File: src/rtl/dest_reg_pkg.sv
// Shared definitions for the destination-register sequencer.
//   NUM_REGS_MAX / NUM_REGS_DEF : legal ceiling and default ring size
//   DIR_UP / DIR_DN             : step direction encodings
//   clog2()                     : elaboration-time index width helper
package dest_reg_pkg;

  localparam int unsigned NUM_REGS_MAX = 16;
  localparam int unsigned NUM_REGS_DEF = 8;

  localparam logic DIR_UP = 1'b0;
  localparam logic DIR_DN = 1'b1;

  // Bounded loop keeps this usable in synthesis as well as in parameters.
  function automatic int unsigned clog2(input int unsigned n);
    int unsigned r;
    r = 0;
    for (int unsigned i = 0; i < 32; i++) begin
      if ((32'd1 << i) < n) r = i + 1;
    end
    return r;
  endfunction

endpackage

File: src/rtl/dest_reg_seq_if.sv
// Strobe/select bundle of the destination-register sequencer.
//   master : drives LDD, LDI, IDX, MASK, DIR; observes SEL, SEL_IDX, WRAP, EMPTY
//   slave  : the sequencer itself
interface dest_reg_seq_if
  import dest_reg_pkg::*;
#(
  parameter int unsigned NUM_REGS = NUM_REGS_DEF
);

  localparam int unsigned IDX_W = clog2(NUM_REGS);

  logic                LDD;
  logic                LDI;
  logic [IDX_W-1:0]    IDX;
  logic [NUM_REGS-1:0] MASK;
  logic                DIR;
  logic [NUM_REGS-1:0] SEL;
  logic [IDX_W-1:0]    SEL_IDX;
  logic                WRAP;
  logic                EMPTY;

  modport master (
    output LDD, LDI, IDX, MASK, DIR,
    input  SEL, SEL_IDX, WRAP, EMPTY
  );

  modport slave (
    input  LDD, LDI, IDX, MASK, DIR,
    output SEL, SEL_IDX, WRAP, EMPTY
  );

endinterface

File: src/rtl/dest_reg_next.sv
// Combinational masked rotating search.
//   cur_i     : current index
//   mask_i    : per-register enable
//   dir_i     : DIR_UP / DIR_DN
//   nxt_o     : first enabled index after cur_i in the chosen direction (cur_i itself last)
//   wrapped_o : the winning step crossed the NUM_REGS-1 <-> 0 boundary
//   none_o    : mask_i is all zero; nxt_o then echoes cur_i
module dest_reg_next
  import dest_reg_pkg::*;
#(
  parameter  int unsigned NUM_REGS = NUM_REGS_DEF,
  localparam int unsigned IDX_W    = clog2(NUM_REGS)
) (
  input  logic [IDX_W-1:0]    cur_i,
  input  logic [NUM_REGS-1:0] mask_i,
  input  logic                dir_i,
  output logic [IDX_W-1:0]    nxt_o,
  output logic                wrapped_o,
  output logic                none_o
);

  // Pad the mask to the full index range so any IDX_W-bit select is in bounds.
  localparam int unsigned Span = 1 << IDX_W;

  logic [Span-1:0]  mask_ext;
  logic [IDX_W-1:0] cand;
  logic             wrap_k;
  logic             found;
  int               pos;

  assign mask_ext = Span'(mask_i);

  always_comb begin
    nxt_o     = cur_i;
    wrapped_o = 1'b0;
    none_o    = 1'b1;
    found     = 1'b0;
    pos       = 0;
    wrap_k    = 1'b0;
    cand      = '0;
    // Step k = NUM_REGS lands back on cur_i, so self-hold is the last candidate
    // and always counts as a wrap.
    for (int k = 1; k <= int'(NUM_REGS); k++) begin
      if (dir_i == DIR_UP) begin
        pos    = int'(cur_i) + k;
        wrap_k = (pos >= int'(NUM_REGS));
        if (wrap_k) pos = pos - int'(NUM_REGS);
      end else begin
        pos    = int'(cur_i) - k;
        wrap_k = (pos < 0);
        if (wrap_k) pos = pos + int'(NUM_REGS);
      end
      cand = pos[IDX_W-1:0];
      if (!found && mask_ext[cand]) begin
        found     = 1'b1;
        nxt_o     = cand;
        wrapped_o = wrap_k;
        none_o    = 1'b0;
      end
    end
  end

endmodule

File: src/rtl/dest_reg_seq.sv
// Destination-register sequencer: holds the current destination index and
// steps it through a masked ring (LDD) or loads it directly (LDI).
//   CLK : clock, rising edge
//   RST : asynchronous active-high reset
//   bus : dest_reg_seq_if slave -- strobes/IDX/MASK/DIR in,
//         registered SEL/SEL_IDX/WRAP out, combinational EMPTY out
module dest_reg_seq
  import dest_reg_pkg::*;
#(
  parameter  int unsigned NUM_REGS = NUM_REGS_DEF,
  localparam int unsigned IDX_W    = clog2(NUM_REGS)
) (
  input  logic           CLK,
  input  logic           RST,
  dest_reg_seq_if.slave  bus
);

  localparam logic [NUM_REGS-1:0] SelOne = NUM_REGS'(1);

  logic [IDX_W-1:0]    cur_q, cur_d;
  logic [NUM_REGS-1:0] sel_q, sel_d;
  logic                wrap_q, wrap_d;

  logic [IDX_W-1:0]    nxt_idx;
  logic                nxt_wrapped;
  logic                nxt_none;

  dest_reg_next #(
    .NUM_REGS (NUM_REGS)
  ) u_next (
    .cur_i     (cur_q),
    .mask_i    (bus.MASK),
    .dir_i     (bus.DIR),
    .nxt_o     (nxt_idx),
    .wrapped_o (nxt_wrapped),
    .none_o    (nxt_none)
  );

  always_comb begin
    cur_d  = cur_q;
    wrap_d = 1'b0;
    if (bus.LDI) begin
      // Out-of-range direct loads clamp to the top register.
      if (int'(bus.IDX) < int'(NUM_REGS)) cur_d = bus.IDX;
      else                                 cur_d = IDX_W'(NUM_REGS - 1);
    end else if (bus.LDD && !nxt_none) begin
      cur_d  = nxt_idx;
      wrap_d = nxt_wrapped;
    end
    // One-hot kept as its own flop so SEL has no decode after the register.
    sel_d = SelOne << cur_d;
  end

  always_ff @(posedge CLK or posedge RST) begin
    if (RST) begin
      cur_q  <= '0;
      sel_q  <= SelOne;
      wrap_q <= 1'b0;
    end else begin
      cur_q  <= cur_d;
      sel_q  <= sel_d;
      wrap_q <= wrap_d;
    end
  end

  assign bus.SEL     = sel_q;
  assign bus.SEL_IDX = cur_q;
  assign bus.WRAP    = wrap_q;
  assign bus.EMPTY   = ~|bus.MASK;

endmodule
File: src/flat_wrapper.sv
// flat-port wrapper written by rule: the top's interface ports become plain ports
module dest_reg_seq_flat import dest_reg_pkg::*;
#(
  parameter  int unsigned NUM_REGS = NUM_REGS_DEF,
  localparam int unsigned IDX_W    = clog2(NUM_REGS)
)
  (CLK, RST, bus_LDD, bus_LDI, bus_IDX, bus_MASK, bus_DIR, bus_SEL, bus_SEL_IDX, bus_WRAP, bus_EMPTY);
  dest_reg_seq_if #(.NUM_REGS(NUM_REGS)) bus_i ();
  input  logic CLK;
  input  logic RST;
  input wire logic [$bits(bus_i.LDD)-1:0] bus_LDD;
  input wire logic [$bits(bus_i.LDI)-1:0] bus_LDI;
  input wire logic [$bits(bus_i.IDX)-1:0] bus_IDX;
  input wire logic [$bits(bus_i.MASK)-1:0] bus_MASK;
  input wire logic [$bits(bus_i.DIR)-1:0] bus_DIR;
  output wire logic [$bits(bus_i.SEL)-1:0] bus_SEL;
  output wire logic [$bits(bus_i.SEL_IDX)-1:0] bus_SEL_IDX;
  output wire logic [$bits(bus_i.WRAP)-1:0] bus_WRAP;
  output wire logic [$bits(bus_i.EMPTY)-1:0] bus_EMPTY;
  assign bus_i.LDD = bus_LDD;
  assign bus_i.LDI = bus_LDI;
  assign bus_i.IDX = bus_IDX;
  assign bus_i.MASK = bus_MASK;
  assign bus_i.DIR = bus_DIR;
  assign bus_SEL = bus_i.SEL;
  assign bus_SEL_IDX = bus_i.SEL_IDX;
  assign bus_WRAP = bus_i.WRAP;
  assign bus_EMPTY = bus_i.EMPTY;
  dest_reg_seq #(.NUM_REGS(NUM_REGS)) u_core (.CLK(CLK), .RST(RST), .bus(bus_i));
endmodule
File: config.mk
export PLATFORM = sky130hd
export DESIGN_NAME = dest_reg_seq_flat
export DESIGN_NICKNAME = d
export VERILOG_FILES = /design/src/rtl/dest_reg_pkg.sv /design/src/rtl/dest_reg_seq_if.sv /design/src/rtl/dest_reg_next.sv /design/src/rtl/dest_reg_seq.sv /design/src/flat_wrapper.sv
export SDC_FILE = /design/constraint.sdc
export NUM_CORES = 1
export LEC_CHECK = 0
export ABC_AREA = 1
export CELL_PAD_IN_SITES_DETAIL_PLACEMENT = 1
export CELL_PAD_IN_SITES_GLOBAL_PLACEMENT = 1
export CORE_MARGIN = 4
export CORE_UTILIZATION = 39
export DETAILED_ROUTE_END_ITERATION = 6
export PLACE_DENSITY_LB_ADDON = 0.1
export SYNTH_ARGS = -nofsm -noshare
export SYNTH_HDL_FRONTEND = slang
export SYNTH_SLANG_ARGS = --single-unit
File: constraint.sdc
create_clock -name CLK -period 6.6 [get_ports CLK]
set_input_delay 1.98 -clock CLK [delete_from_list [all_inputs] [get_ports CLK]]
set_output_delay 1.98 -clock CLK [all_outputs]
set_load 0.05 [all_outputs]
==> impl_metrics.tcl <==
set metrics [dict create \
    outcome "finished clean" \
    grt_max_degree 21 \
    postCtsHoldBufs 0 \
    drt-pass1-iter-count 4 \
    hp-class "reg2reg" \
    avgSynthCellArea_um2 5.709 \
    total_power_uw 697.2 \
    yosysSeqAreaShare_pct 17.90 \
    yosysTopAreaCell "nand2_1" \
    setup_viol 0 \
    num_vias 1922 \
    track_usage_pct 21.79 \
    postSynthCellCount 295 \
    fin_ws_ns 0.6965 \
    hold_viol 0 \
    die_x_um 73.72 \
    final_cell_mix "nand2_1, nand3_1, clkdlybuf4s50_1" \
    vias_per_cell 5.195 \
    power_density_nw_per_um2 342.5 \
    worst_pin_slew_ns 0.5790 \
    diodes 0 \
    clock.fmax_mhz 169.4 \
    clk_latency_ns 0.24 \
    htreeDepth 1 \
    drv_cap 0 \
    mappedNetlistNets 319 \
    holdPathStages 5 \
    grt_first_pass_wirelength_mm 9.459 \
    finalNetCount 345 \
    critPathKind "in2out" \
    cts-buffers-inserted 3 \
    drcViolationCount 0 \
    gp_congestion 0.8766 \
    rsz0062_at_grt "no" \
    slew_violations 0 \
    arrival_ns 3.92 \
    critPathRequiredTime_ns 4.62 \
    cp_max_fo 4 \
    synth.cell_area_um2 1684 \
    drive_gt1_share_pct 11.56 \
    postRouteAntennaNets 0 \
    fin_setup_tns_ns 0 \
    drt_iter0_drc 111 \
    yosys.cell_types.count 32 \
    antenna_found_initial 0 \
    max_slew_margin_pct 61.40 \
    start_kind "input port" \
    grt_pass1_vias 2019 \
    reg2reg_from "u_core.bus.SEL_IDX[2]$_DFF_PP0_" \
    cts_resized 0 \
    cts_buffer_depth 2 \
    synth-seq-cells 12 \
    post-dp-hpwl_mm 4.470 \
    cts_sinks 12 \
    cts.clk_slew.worst_paths_ns 0.05 \
    area_growth_pct 20.88 \
    nFillCells 586 \
    numPortBuffers 28 \
    start_util_pct 41.21 \
    worstHoldStart "u_core.bus.SEL_IDX[0]$_DFF_PP0_" \
    period_minus_slack_ns 5.904 \
    cp-end-kind "primary output" \
    wl_per_cell_um 14.73 \
    r2r_slack_ns 3.30 \
    fin_crit_sh_pct 89.45 \
    hold_path_end "u_core.bus.WRAP$_DFF_PP0_" \
    synthTopCellsByArea "nand2_1, dfrtp_1, nand3_1, ha_1, inv_1" \
    cts-root-buf "clkbuf_8" \
    ioPinCount 29 \
    drt-total-wl_mm 5.451 \
    ir_worst_vdd_v 0.0002180 \
    rows 23 \
    layout_commonest_cell "nand2_1" \
    finClkSkew_ns 0.0007508 \
    fp.coreArea_um2 4086 \
    cts_tree "done" \
    p_leak_uw 0.001095 \
    worst-r2r-cell-count 18 \
    die_h_um 73.72 \
    place_ws_ns 0.6764 \
    die-area_um2 5434 \
    gr-total-overflow 0 \
    cts_setup_buffers 0 \
    r2r_end "u_core.bus.SEL[1]$_DFF_PP0_" \
    netlist.area_leader.share_pct 29.20 \
    yosysWarnings 0 \
]
==> stage by stage <==
stage	cell area, µm²	instances	util, %	hold WS (ns)
final	2036	370	49.82	1.064
after global routing	2036	370	49.82	1.105
after CTS	2036	370	49.82	1.063
after detailed placement	1981	366	48.47	1.029
after global placement	1981	366	48.47	0.9391
after floorplan	1684	295	-	1.189
==> synthesized netlist by cell type (all sizes together) <==
library cell / count
o21ai: 8
o31ai: 1
nor3: 4
buf: 8
nand4: 9
a21oi: 7
a211oi: 1
xnor2: 2
nor4: 1
or2: 2
dfrtp: 11
nand3: 34
nand2: 140
inv: 32
nor2: 24
ha: 8
dfstp: 1
o211ai: 2
==> how the worst max path moves through the flow <==
stage | slack [ns] | to | cells after the start | startpoint
6_report | 0.70 | bus_EMPTY | 5 | bus_MASK[6]
5_1_grt | 0.63 | bus_EMPTY | 5 | bus_MASK[6]
4_1_cts | 0.68 | bus_EMPTY | 5 | bus_MASK[6]
3_5_place_dp | 0.68 | bus_EMPTY | 5 | bus_MASK[6]
3_3_place_gp | 0.74 | bus_EMPTY | 5 | bus_MASK[6]
2_1_floorplan | 1.91 | bus_EMPTY | 3 | bus_MASK[6]
==> where the power goes <==
| part | internal [µW] | switching (µW) | total, µW |
|---|---|---|---|
| clock | 52.7 | 26.8 | 79.5 |
| sequential | 87.9 | 18.8 | 107 |
| combinational | 153 | 358 | 511 |
==> routing by layer <==
| layer | up-vias | wire, µm | track usage [%] |
|---|---|---|---|
| met4 | 0 | 20 | 2.817 |
| li1 | 986 | - | - |
| met1 | 906 | 2647 | 30.75 |
| met3 | 2 | 148 | 1.778 |
| met2 | 28 | 2634 | 36.91 |
| met5 | - | 0 | 0 |
==> worst max-delay path: stages <==
cell,delay (ns)
clkdlybuf4s50_1,0.46
nor4_1,0.29
nand4_1,0.21
inv_1,0.16
clkdlybuf4s50_1,0.81
==> sequential cells by signal, summed over array words and instances, names as in the netlist <==
name / count
u_core.bus.SEL: 8
u_core.bus.SEL_IDX: 3
u_core.bus.WRAP: 1
==> cells by family after synthesis <==
logic type	count (synthesis)	share of synthesized area (%)
AO/OA/AOI/OAI	19	6.687
XOR/XNOR	2	1.040
adder cells (fa/ha/maj)	8	5.944
buffers and inverters	40	10.62
flip-flops	12	17.90
AND/OR/NAND/NOR	214	57.80
==> final cells by class <==
class	count	area [µm²]	area share, %
multi-input cells	243	1204	59.13
repair buffers	29	287.8	14.14
flip-flops and latches	12	301.5	14.81
clock buffers	4	55.05	2.704
inverters	32	125.1	6.146
well taps	50	62.56	3.073
Note: power is estimated with default switching activity, not from simulation.
